`config.mk`:
```
export PLATFORM = sky130hd
export DESIGN_NAME = alu
export DESIGN_NICKNAME = d
export VERILOG_FILES = /design/src/rtl/alu_pkg.sv /design/src/rtl/alu.sv
export SDC_FILE = /design/constraint.sdc
export NUM_CORES = 1
export LEC_CHECK = 0
export BUFFER_PORTS_ARGS = -buffer_cell sky130_fd_sc_hd__buf_2
export CAP_MARGIN = 20
export CORE_MARGIN = 8
export CORE_UTILIZATION = 45
export CTS_CLUSTER_DIAMETER = 200
export DETAILED_ROUTE_END_ITERATION = 8
export PLACE_DENSITY = 0.7
export SYNTH_ARGS = -nofsm -noshare
export SYNTH_HDL_FRONTEND = slang
export SYNTH_SLANG_ARGS = --single-unit
```
`constraint.sdc`:
```
create_clock -name clk -period 3.1 [get_ports clk]
set_input_delay 0 -clock clk [delete_from_list [all_inputs] [get_ports clk]]
set_output_delay 0 -clock clk [all_outputs]
set_load 0.05 [all_outputs]
```
`src/rtl/alu_pkg.sv`:
```
// Shared VeriRISC type definitions: instruction opcodes used by the ALU,
// controller and instruction register.
package typedefs;

  typedef enum logic [2:0] {
    HLT = 3'd0,
    SKZ = 3'd1,
    ADD = 3'd2,
    AND = 3'd3,
    XOR = 3'd4,
    LDA = 3'd5,
    STO = 3'd6,
    JMP = 3'd7
  } opcode_t;

endpackage

```
`src/rtl/alu.sv`:
```
// VeriRISC ALU: opcode-selected result registered on the falling clock edge,
// plus a combinational accumulator-zero flag. Optional carry output: ALU_CARRY_EN.
module alu
  import typedefs::*;
#(
  parameter int unsigned WIDTH = 8
) (
  input  logic             clk,
  input  logic             rst,
  input  opcode_t          opcode,
  input  logic [WIDTH-1:0] accum,
  input  logic [WIDTH-1:0] data,
  output logic [WIDTH-1:0] out,
`ifdef ALU_CARRY_EN
  output logic             carry,
`endif
  output logic             zero
);

  logic [WIDTH-1:0] out_d, out_q;

`ifdef ALU_CARRY_EN
  logic [WIDTH:0] sum;
  logic           carry_d, carry_q;

  assign sum = {1'b0, accum} + {1'b0, data};
`endif

  // Unknown opcodes deliberately propagate X into the result.
  always_comb begin
    out_d = 'x;
`ifdef ALU_CARRY_EN
    carry_d = 1'b0;
`endif
    unique case (opcode)
      HLT, SKZ, STO, JMP: out_d = accum;
      ADD: begin
`ifdef ALU_CARRY_EN
        out_d   = sum[WIDTH-1:0];
        carry_d = sum[WIDTH];
`else
        out_d   = accum + data;
`endif
      end
      AND:     out_d = data & accum;
      XOR:     out_d = data ^ accum;
      LDA:     out_d = data;
      default: out_d = 'x;
    endcase
  end

  // Falling edge gives the accumulator a stable value by the next rising edge.
  always_ff @(negedge clk) begin
    if (rst) begin
      out_q <= '0;
`ifdef ALU_CARRY_EN
      carry_q <= 1'b0;
`endif
    end else begin
      out_q <= out_d;
`ifdef ALU_CARRY_EN
      carry_q <= carry_d;
`endif
    end
  end

  assign out  = out_q;
`ifdef ALU_CARRY_EN
  assign carry = carry_q;
`endif
  assign zero = (accum == '0);

endmodule

```
; After elaboration in Yosys (flattened, before gate mapping)
; Cells that the tools add are included.
[totals]
register_bits = 8
input_bits = 21
output_inout_bits = 9
elab_cells = 15
[classes]
addsub = 1
n_eq_ne = 7
mux = 1
bitwise_logic = 2
n_reduce_logical = 3
[op_table]
columns = op, count
row1 = $pmux 8 s5, 1
row2 = $eq 3x3->1 const B, 4
row3 = $add 8x8->8, 1
row4 = $and 8x8->8, 1
row5 = $logic_not 8->1, 1
row6 = $xor 8x8->8, 1
row7 = $eq 3x2->1 const B, 2
row8 = $reduce_or 4->1, 1
row9 = $eq 3x1->1 const B, 1
row10 = $logic_not 3->1, 1

; Logic depth before layout (Yosys ltp)
[depth]
word_depth = 3
ltp_mapped = 6
ltp_nobuf = 6

==> out/summary.txt <==
Vias per cell = 5.72
Worst path required time = 1.80 ns
Worst Path Max Fanout = 3
Tightest Pin Transition = 0.441 ns
# H-tree levels = 1
Number of synthesized flops with an enable pin = 0
Vias = 1,035
Pwr per Cell Area = 355 mW/mm²
Final setup fails = 0
Seq/Total Area, Yosys = 16.7%
Yosys reg bits = 8
DRC = 0
Total GRT Usage = 12.9%
Largest net degree at the start of global routing = 19
Root buf cell = clkbuf_4
Max_slew headroom = 70.6%
Post-Layout Cell Count = 181
Leak pwr = 0.564 nW
CP endpoint kind = flip-flop
HP Class = input pin to output port
Rows = 16
GR Util met2 = 20.2%
Initial antenna violation count = 0
Core Region = 0.00198 mm²
Max IR drop VDD = 0.237 mV
WL per Instance = 14.1 µm
Final-report hold violation count = 0
Drt pass-1 iters = 4
Post-Syn Area = 960 µm²
Antenna-violating nets left = 0
CP Cell Sequence = buf_2, ha_1, fa_1, a211o_1, a21o_1, a221o_1, nor2_1
Worst-path clk slew = 0.03 ns
Crit-path max cell delay = 0.40 ns
Commonest non-fill, non-tap cell in the layout = buf_2
Final instance area = 0.00117 mm²
WS Path Type = input pin to flip-flop
CTS Buf Count = 3
Detailed placer's ending HPWL = 2040 µm
Post-synth cell types = 42
Most frequent cells in the layout = buf_2 (29), mux2i_1 (11), inv_1 (11)
Die Span Y = 62.2 µm
Busiest grt layer = met2
IO Count = 30
Max-Cap Viols = 0
Post-CTS setup buffers = 0
DIE AREA = 0.00387 mm²
Placed insts = 171
Detailed Route WL = 2550 µm
Vias in the first global route = 997
Most used DFF post-synth = dfxtp_1
Max reg flops = 8
Worst EP arrival = 1.60 ns
Max Slew Vio Count = 0
GRT overflow = 0
CTS Hold Bufs = 0
GRT met3 Usage = 2.51%
Fin nets = 186
TritonCTS clock tree = built
Diodes inserted = 0
Placed inst area = 0.00112 mm²
Synthesis Warnings = 0
Routability cong. = 0.887
Slowest cell on crit path = fa_1
Share of cells above drive strength 1 = 26.0%
Max Root-Sink Buffers = 2
RSZ-0062 raised after global routing = no
Met1 usage = 15.4%
Synthesized Nets = 148
Port Buf Inserts = 29
Asr flop ratio synth = 0%
Startpoint Class = input pin
Synth-to-layout area growth = 22.2%
Global-route wire length before repair = 4190 µm
Syn Area/Cell = 8.13 µm²
Die width = 62.2 µm
Status = finished clean
Initial core utilization = 48.4%
Synthesized instance count = 118
CTS resizes = 0
CTS sink count = 8
DRT iter0 DRCs = 40
[cell usage after synthesis, drive strengths merged (2+ instances only)]
cell type	n	area (µm²)
nor2	8	30.0
nor4	2	18.8
a211oi	7	52.6
dfxtp	8	160
o21ai	9	45.0
mux2i	11	110
xnor2	2	17.5
o211ai	5	37.5
buf	6	41.3
ha	8	100
a21oi	7	35.0
inv	4	15.0
o21a	2	15.0
a21o	2	15.0
nor2b	2	12.5
nand2	10	37.5
o221ai	2	17.5
or4	2	15.0
[metrics by stage]
step / hold WS, ns / util (%) / setup WS (ns) / setup TNS, ns / power, mW
finish: 0.447 / 59.2 / 0.193 / 0 / 0.416
global placement: 0.448 / 56.7 / -0.0700 / -0.113 / 0.312
detailed placement: 0.451 / 56.7 / -0.107 / -0.191 / 0.316
CTS: 0.450 / 59.2 / 0.200 / 0 / 0.421
floorplan: 0.257 / - / 0.0489 / 0 / 0.267
global route: 0.472 / 59.2 / 0.0615 / 0 / 0.452
[kinds of logic after synthesis]
| family | count (synthesis) | synth area share, % |
|---|---|---|
| AO/OA/AOI/OAI | 43 | 30.8 |
| AND/OR/NAND/NOR | 32 | 18.4 |
| multiplexers | 12 | 12.6 |
| buffers and inverters | 11 | 6.26 |
| adder cells (fa/ha/maj) | 9 | 12.5 |
| flip-flops | 8 | 16.7 |
| XOR/XNOR | 3 | 2.74 |
[routing by layer]
| layer | part of all wire, % | vias to the layer above |
|---|---|---|
| li1 | - | 533 |
| met1 | 48 | 468 |
| met2 | 45 | 29 |
| met3 | 4.8 | 5 |
| met4 | 2.4 | 0 |
| met5 | 0 | - |
[cell type report]
class	instances	area, µm²
fill	191	810
multi-input combinational	99	739
timing repair buffer	33	175
sequential	8	160
tap	27	33.8
clock inverter	8	30.0
clock buffer	3	22.5
inverter	3	11.3
[where the power goes]
| group | switching [mW] | internal (mW) | leakage [nW] |
|---|---|---|---|
| Sequential | 0.00163 | 0.113 | 0.0666 |
| Clock | 0.0592 | 0.0582 | 0.0564 |
| Combinational | 0.114 | 0.0697 | 0.441 |
[final timing paths]
path | cells after the start | endpoint | start
worst max-delay path | 7 | out[6]$_SDFF_NP0_ | accum[0]
worst min-delay path | 4 | zero | accum[3]
[critical path: cells and delay by family]
kind | cells | cell delay [ns]
AO/OA/AOI/OAI | 3 | 0.78
adder cells (fa/ha/maj) | 2 | 0.62
buffers and inverters | 1 | 0.11
AND/OR/NAND/NOR | 1 | 0.10
(Power assumes the default switching activity.)
